==> config.mk <==
export PLATFORM = sky130hd
export DESIGN_NAME = hazard_control_unit
export DESIGN_NICKNAME = d
export VERILOG_FILES = /design/src/rtl/hazard_control_unit.sv
export SDC_FILE = /design/constraint.sdc
export NUM_CORES = 1
export LEC_CHECK = 0
export CAP_MARGIN = 20
export CORE_ASPECT_RATIO = 0.5
export CORE_MARGIN = 8
export CORE_UTILIZATION = 49
export CTS_BUF_LIST = sky130_fd_sc_hd__clkbuf_8
export CTS_CLUSTER_DIAMETER = 50
export CTS_CLUSTER_SIZE = 25
export DETAILED_ROUTE_END_ITERATION = 6
export GPL_TIMING_DRIVEN = 0
export PLACE_DENSITY_LB_ADDON = 0.25
export SYNTH_ARGS = -nofsm -noshare
export SYNTH_HDL_FRONTEND = slang
export SYNTH_SLANG_ARGS = --single-unit
==> constraint.sdc <==
create_clock -name clk -period 6.1 [get_ports clk]
set_clock_uncertainty 0.2 [all_clocks]
set_input_delay 0.61 -clock clk [delete_from_list [all_inputs] [get_ports clk]]
set_output_delay 0.61 -clock clk [all_outputs]
set_load 0.03 [all_outputs]
==> src/rtl/hazard_control_unit.sv <==
// rtl/hazard_control_unit.sv - pipeline stall/flush control with load-use detection and redirect squashing
//
// Purpose:
//   Drives the PC hold, IF/ID stall and flush, and ID/EX flush for a
//   5-stage pipeline. It detects load-use hazards between ID and EX.
//   After a taken branch or jump resolves in EX, it squashes IF/ID for
//   REDIRECT_BUBBLES cycles. It also keeps two saturating performance
//   counters.
//
// Parameters:
//   REDIRECT_BUBBLES  IF/ID flush cycles per redirect (1..15)
//   COUNT_WIDTH       width of each performance counter
//
// Ports:
//   clk             in   clock, rising edge
//   reset           in   synchronous active-high; all outputs forced to 0 while high
//   ID_Rs1/ID_Rs2   in   source registers of the instruction in ID
//   ID_UsesRs1/2    in   ID instruction actually reads that source
//   EX_MemRead      in   EX instruction is a load
//   EX_Rd           in   destination register of the EX instruction
//   EX_Redirect     in   taken branch/jal/jalr resolved in EX this cycle
//   CountClear      in   synchronous clear of both counters
//   PcStall         out  hold the PC
//   IF_ID_Stall     out  hold the IF/ID register
//   IF_ID_Flush     out  squash IF/ID contents
//   ID_EX_Flush     out  insert a bubble into ID/EX
//   StallCycles     out  load-use stall cycle count (saturating)
//   RedirectEvents  out  redirect cycle count (saturating)

module hazard_control_unit #(
   parameter int REDIRECT_BUBBLES = 2,
   parameter int COUNT_WIDTH      = 32
) (
   input  logic                   clk,
   input  logic                   reset,
   input  logic [4:0]             ID_Rs1,
   input  logic [4:0]             ID_Rs2,
   input  logic                   ID_UsesRs1,
   input  logic                   ID_UsesRs2,
   input  logic                   EX_MemRead,
   input  logic [4:0]             EX_Rd,
   input  logic                   EX_Redirect,
   input  logic                   CountClear,
   output logic                   PcStall,
   output logic                   IF_ID_Stall,
   output logic                   IF_ID_Flush,
   output logic                   ID_EX_Flush,
   output logic [COUNT_WIDTH-1:0] StallCycles,
   output logic [COUNT_WIDTH-1:0] RedirectEvents
);

   typedef enum logic {
      S_IDLE   = 1'b0,
      S_SQUASH = 1'b1
   } state_t;

   // The redirect cycle is the first flush cycle, so SQUASH covers the rest.
   localparam logic [3:0]             BUBBLE_RELOAD = 4'(REDIRECT_BUBBLES - 1);
   localparam logic [COUNT_WIDTH-1:0] CNT_ONE       = {{(COUNT_WIDTH-1){1'b0}}, 1'b1};
   localparam logic [COUNT_WIDTH-1:0] CNT_MAX       = {COUNT_WIDTH{1'b1}};

   state_t                 state_q, state_d;
   logic [3:0]             bubbles_left_q, bubbles_left_d;
   logic [COUNT_WIDTH-1:0] stall_cnt_q, stall_cnt_d;
   logic [COUNT_WIDTH-1:0] redir_cnt_q, redir_cnt_d;

   logic src_match;
   logic lu;
   logic hold;

   // x0 is never a real producer, so a load to x0 cannot create a hazard.
   assign src_match = (ID_UsesRs1 && (ID_Rs1 == EX_Rd)) ||
                      (ID_UsesRs2 && (ID_Rs2 == EX_Rd));

   // In SQUASH, ID holds a bubble, and a redirect kills the ID instruction anyway.
   assign lu = EX_MemRead && (EX_Rd != 5'd0) && src_match &&
               (state_q == S_IDLE) && !EX_Redirect;

   // State register
   always_ff @(posedge clk) begin
      if (reset) begin
         state_q        <= S_IDLE;
         bubbles_left_q <= 4'd0;
         stall_cnt_q    <= '0;
         redir_cnt_q    <= '0;
      end else begin
         state_q        <= state_d;
         bubbles_left_q <= bubbles_left_d;
         stall_cnt_q    <= stall_cnt_d;
         redir_cnt_q    <= redir_cnt_d;
      end
   end

   // Next-state logic
   always_comb begin
      state_d        = state_q;
      bubbles_left_d = bubbles_left_q;
      if (EX_Redirect) begin
         if (REDIRECT_BUBBLES > 1) begin
            state_d        = S_SQUASH;
            bubbles_left_d = BUBBLE_RELOAD;
         end else begin
            state_d        = S_IDLE;
            bubbles_left_d = 4'd0;
         end
      end else if (state_q == S_SQUASH) begin
         bubbles_left_d = bubbles_left_q - 4'd1;
         if (bubbles_left_q <= 4'd1) begin
            state_d = S_IDLE;
         end
      end
   end

   // Output logic
   always_comb begin
      hold        = 1'b0;
      IF_ID_Flush = 1'b0;
      ID_EX_Flush = 1'b0;
      if (reset) begin
         hold = 1'b0;
      end else if (EX_Redirect) begin
         IF_ID_Flush = 1'b1;
         ID_EX_Flush = 1'b1;
      end else if (state_q == S_SQUASH) begin
         IF_ID_Flush = 1'b1;
      end else if (lu) begin
         hold        = 1'b1;
         ID_EX_Flush = 1'b1;
      end
   end

   // PC and IF/ID always hold together so the fetched instruction is not lost.
   assign PcStall     = hold;
   assign IF_ID_Stall = hold;

   // Saturating counters; clear wins over increment
   always_comb begin
      stall_cnt_d = stall_cnt_q;
      redir_cnt_d = redir_cnt_q;
      if (CountClear) begin
         stall_cnt_d = '0;
         redir_cnt_d = '0;
      end else begin
         if (lu && (stall_cnt_q != CNT_MAX)) begin
            stall_cnt_d = stall_cnt_q + CNT_ONE;
         end
         if (EX_Redirect && (redir_cnt_q != CNT_MAX)) begin
            redir_cnt_d = redir_cnt_q + CNT_ONE;
         end
      end
   end

   assign StallCycles    = reset ? '0 : stall_cnt_q;
   assign RedirectEvents = reset ? '0 : redir_cnt_q;

endmodule
# Word-level counts from Yosys, hierarchy flattened
# Cells that the tools add are included.
dict set report totals {
  mem_bits_rw 0
  reg_bits 69
  elab_cells 44
  memories 0
  rom_bits 0
  latch_bits 0
  out_inout_bits 68
  inputBits 22
}
dict set report classes {
  shift 0
  addsub 3
  order_cmp 1
  n_mul 0
  mux 16
  eq_ne 4
  div_mod_pow 0
  bitwise 1
  reduce_logical 14
}
# cell n
set op_table {}
lappend op_table {{$add 32x1->32 const B} 2}
lappend op_table {{$mux 32} 2}
lappend op_table {{$ne 32x32->1 const B} 2}
lappend op_table {{$mux 1} 14}
lappend op_table {{$eq 5x5->1} 2}
lappend op_table {{$logic_and 1x1->1} 8}
lappend op_table {{$reduce_bool 5->1} 1}
lappend op_table {{$le 4x1->1 const B} 1}
lappend op_table {{$reduce_or 2->1} 2}
lappend op_table {{$sub 4x1->4 const B} 1}
lappend op_table {{$reduce_bool 2->1} 1}
lappend op_table {{$logic_not 1->1} 1}
lappend op_table {{$logic_or 1x1->1} 1}
lappend op_table {{$not 1->1} 1}

# Logic depth before layout (Yosys ltp)
dict set report depth {
  depth_word 10
  ltp_mapped 9
  mapped_depth_nobuf 7
}

# Worst setup path after synthesis
# OpenSTA, ideal clock, no wires.
dict set report synth_path {
  path_kind {input-to-output}
  start {in EX_Redirect}
  end {out PcStall}
  t_arrival_ns 2.398
  required_ns 5.290
  setup_slack_ns 2.892
  path_stages 9
  n_path_buf 4
  path_cell_list {clkbuf_1 -> nor2_1 -> nand2_1 -> a21oi_1 -> nand2_1 -> clkbuf_1 -> clkbuf_1 -> nor2_1 -> buf_4}
}
dict set report synth_via {
  elab_chain_cells 6
}
# item line_no
set synth_lines {}
lappend synth_lines {{start: declaration} 42} ;# input logic EX_Redirect,
lappend synth_lines {{$logic_not 1->1} 77} ;# (state_q == S_IDLE) && !EX_Redirect;
lappend synth_lines {{$logic_and 1x1->1} 77}
lappend synth_lines {{$mux 1} 126} ;# end else if (lu) begin
lappend synth_lines {{$mux 1} 124} ;# end else if (state_q == S_SQUASH) begin
lappend synth_lines {{$mux 1 (*)} 121} ;# end else if (EX_Redirect) begin
lappend synth_lines {{$mux 1 (*)} 119} ;# if (reset) begin
lappend synth_lines {{end: declaration} 44} ;# output logic PcStall,
# Every way passes the cells marked *; elsewhere a longest branch is shown, timed or not.

# Worst setup path in the final report
dict set report layout_path {
  start {in EX_Rd[4]}
  end {out PcStall}
}
dict set report layout_via {
  elab_chain_cells 10
  elab_cells_between_ends 14
  cone_classes {eq/ne (2); mux (4); reduce/logical (8)}
}
# item line_no
set layout_lines {}
lappend layout_lines {{start: declaration} 41} ;# input logic [4:0] EX_Rd,
lappend layout_lines {{$eq 5x5->1 (on tied branches)} {72, 73}}
lappend layout_lines {{$logic_and 1x1->1 (on tied branches)} {72, 73}}
lappend layout_lines {{$logic_or 1x1->1} 72} ;# assign src_match = (ID_UsesRs1 && (ID_Rs1 == EX_Rd)) ||
lappend layout_lines {{$logic_and 1x1->1 (*) (2 in a row)} 76} ;# assign lu = EX_MemRead && (EX_Rd != 5'd0) && src_match &&
lappend layout_lines {{$logic_and 1x1->1 (*)} 77}
lappend layout_lines {{$mux 1 (*)} 126}
lappend layout_lines {{$mux 1 (*)} 124}
lappend layout_lines {{$mux 1 (*)} 121}
lappend layout_lines {{$mux 1 (*)} 119}
# Marked as above.

==> flow_summary.json <==
{
  "antenna_found_initial": 0,
  "cts_resized": 0,
  "critPathArrivalTime_ns": 3.42,
  "h-tree-depth": 3,
  "min_path_cells": 2,
  "cp.required_ns": 5.29,
  "worst_pin_slew_ns": 0.794,
  "dr.pass1.iters": 5,
  "regArea_um2": 1380,
  "die_w_um": 143,
  "cp-start-kind": "input port",
  "initial_core_util": 0.499,
  "area_delta_synth_final_pct": 31.5,
  "outcome": "finished, final reports clean",
  "postCtsHoldBufs": 0,
  "period_minus_slack_ns": 4.23,
  "io_pins": 90,
  "grt_pass1_wl_um": 17500,
  "post_drt_wl_per_cell_um": 14.7,
  "fin_util": 0.657,
  "grt_usage": 0.189,
  "post-route-period-util": 0.693,
  "grt_overflow": 0,
  "ff2ff_setup_slack_ns": 3.55,
  "diodes": 0,
  "post_cts_buffers": 0,
  "hold_violations": 0,
  "reg2reg_to": "stall_cnt_q[2]$_SDFFE_PP0P_",
  "routed_wl_um": 10700,
  "setup_violations": 0,
  "critPathKind": "input port to output port",
  "fp.dieArea_um2": 11400,
  "first_global_vias": 3669,
  "min_delay_worst_endpoint": "stall_cnt_q[27]$_SDFFE_PP0P_",
  "drtIter0Drc": 255,
  "ys_seq_area_frac": 0.350,
  "min-delay-start": "stall_cnt_q[27]$_SDFFE_PP0P_",
  "synth.avg_cell_area_um2": 7.76,
  "numCtsBuffers": 9,
  "fill_cells": 717,
  "yosys_warnings": 0,
  "gp_congestion": 0.877,
  "most-common-layout-cells": "clkdlybuf4s50_1 (88), dfxtp_1 (69), nor2b_1 (60)",
  "rows": 23,
  "r2r_cells": 7,
  "vias": 3959,
  "cts_tree": "done",
  "cts_buffer_depth": 2,
  "cp.depth": 10,
  "endpoint_kind": "output port",
  "ys_ff_latch": 69,
  "timing.critical_path.buf_inv": 5,
  "setup_tns_ns": 0,
  "fmax_mhz": 237,
  "syn_nets": 535,
  "cp_max_fo": 10,
  "drt-vias-per-instance": 5.46,
  "slew_violations": 0,
  "clkTransAtPathRegs_ns": 0.07,
  "core_area_um2": 7910,
  "min_path_type": "flip-flop to flip-flop",
  "layout_commonest_cell": "clkdlybuf4s50_1",
  "rsz0062_at_grt": "false",
  "ir_worst_vdd_v": 0.000106,
  "drive_gt1_frac": 0.0408,
  "critical_path.top_delay_family": "buffers and inverters",
  "clk_latency_ns": 0.36,
  "io_buffers": 88,
  "synth.distinct_cells": 44,
  "total_leakage_power_uw": 0.00166,
  "max_cap_viol_count": 0,
  "synth_area_um2": 3950,
  "cpPeakStageDelay_ns": 0.65,
  "crit_path_top_delay_cell": "clkdlybuf4s50_1",
  "num-nets-final": 634,
  "r2r_start": "stall_cnt_q[24]$_SDFFE_PP0P_",
  "p_per_area_nw_per_um2": 182,
  "clock-sinks": 69,
  "multi_input_area_um2": 2430,
  "slew_headroom": 0.466,
  "antenna_left": 0,
  "cp_cell_sequence": "clkdlybuf4s50_1 -> xnor2_1 -> nand4_1 -> o22ai_1 -> nand2_1 -> clkbuf_1 -> clkbuf_1 -> nor2_1 -> buf_4 -> clkdlybuf4s50_1",
  "grt_max_degree": 12,
  "root_buffer": "clkbuf_8",
  "netlist_instances": 509,
  "post-dp-hpwl_um": 7870,
  "drc": 0,
  "die_y_um": 79.5
}
## tightest hold or removal path, cell delays in order (launching register included)
cell and delay (ns):
dfxtp_1 0.33, nand2_1 0.06, mux2i_1 0.06
## synthesized netlist by cell type, drive strengths merged
cell type  number  area share
o21ai          24       0.030
dfxtp          69        0.35
o31ai           2      0.0038
nand3b          1      0.0019
a31oi           1      0.0016
and3           12       0.019
inv             8      0.0076
nor4b           1      0.0022
nand3          25       0.032
ha              4       0.013
xor2           13       0.029
nor2b          60       0.095
o31a            1      0.0022
or2             3      0.0048
clkbuf         26       0.025
nor2           53       0.052
a21bo           1      0.0025
nand2b          1      0.0016
a21oi          30       0.038
o211ai          6       0.011
and2            5      0.0079
xnor2          24       0.053
or3            28       0.044
or4            10       0.020
nor3           11       0.014
and4            5       0.011
a2111oi         1      0.0022
nor3b           3      0.0070
nand4          28       0.046
nor4            8       0.016
o22ai           1      0.0016
mux2i           6       0.015
a31o            1      0.0022
o21a            1      0.0019
nand2          34       0.032
buf             2      0.0032
## through the flow
stage	hold slack [ns]	setup WS [ns]	instance area [µm²]	power [µW]	instances
global route	0.323	1.62	5200	977	725
CTS	0.293	1.87	5200	953	725
floorplan	0.247	2.89	3950	499	509
global placement	0.261	1.89	4970	526	709
detailed placement	0.282	1.85	4970	528	709
finish	0.294	1.87	5200	947	725
## cell type report
cell class / count / area share
Tap cell: 112 / 0.0270
Buffer: 28 / 0.0212
Timing Repair Buffer: 88 / 0.169
Clock inverter: 5 / 0.0142
Multi-Input combinational cell: 404 / 0.468
Sequential cell: 69 / 0.266
Inverter: 8 / 0.00578
Clock buffer: 11 / 0.0291
## registers in the layout, indices dropped and copies added (netlist names)
register and flops:
bubbles_left_q 4, redir_cnt_q 32, stall_cnt_q 32, state_q 1
## worst max-delay path by stage
stage,start,to,slack (ns)
floorplan,EX_Redirect,PcStall,2.89
finish,EX_Rd[4],PcStall,1.87
global route,EX_Rd[3],PcStall,1.62
detailed placement,EX_Rd[4],PcStall,1.85
global placement,EX_Rd[4],PcStall,1.89
CTS,EX_Rd[4],PcStall,1.87
## routing by layer
metal | vias to the layer above | track usage | wire [µm]
li1 | 1994 | - | -
met1 | 1860 | 0.224 | 4740
met2 | 92 | 0.331 | 5180
met3 | 13 | 0.0477 | 625
met4 | 0 | 0.0599 | 130
met5 | - | 0 | 0
## logic make-up after synthesis
family,after synthesis,synth area share
and+or+nand+nor,288,0.407
AOI/OAI and AO/OA,69,0.0978
DFF,69,0.350
xor gates and xnor gates,37,0.0820
buffers and inverters,36,0.0355
muxes,6,0.0152
adders and majority gates,4,0.0127
## power by group
group	leakage (µW)	internal (µW)	total, µW	switching [µW]
sequential	0.000556	453	455	2.74
clock	0.000121	250	430	180
combinational	0.000982	26.9	62.1	35.1
total	0.00166	729	947	218
Note: power is estimated with default switching activity, not from simulation.
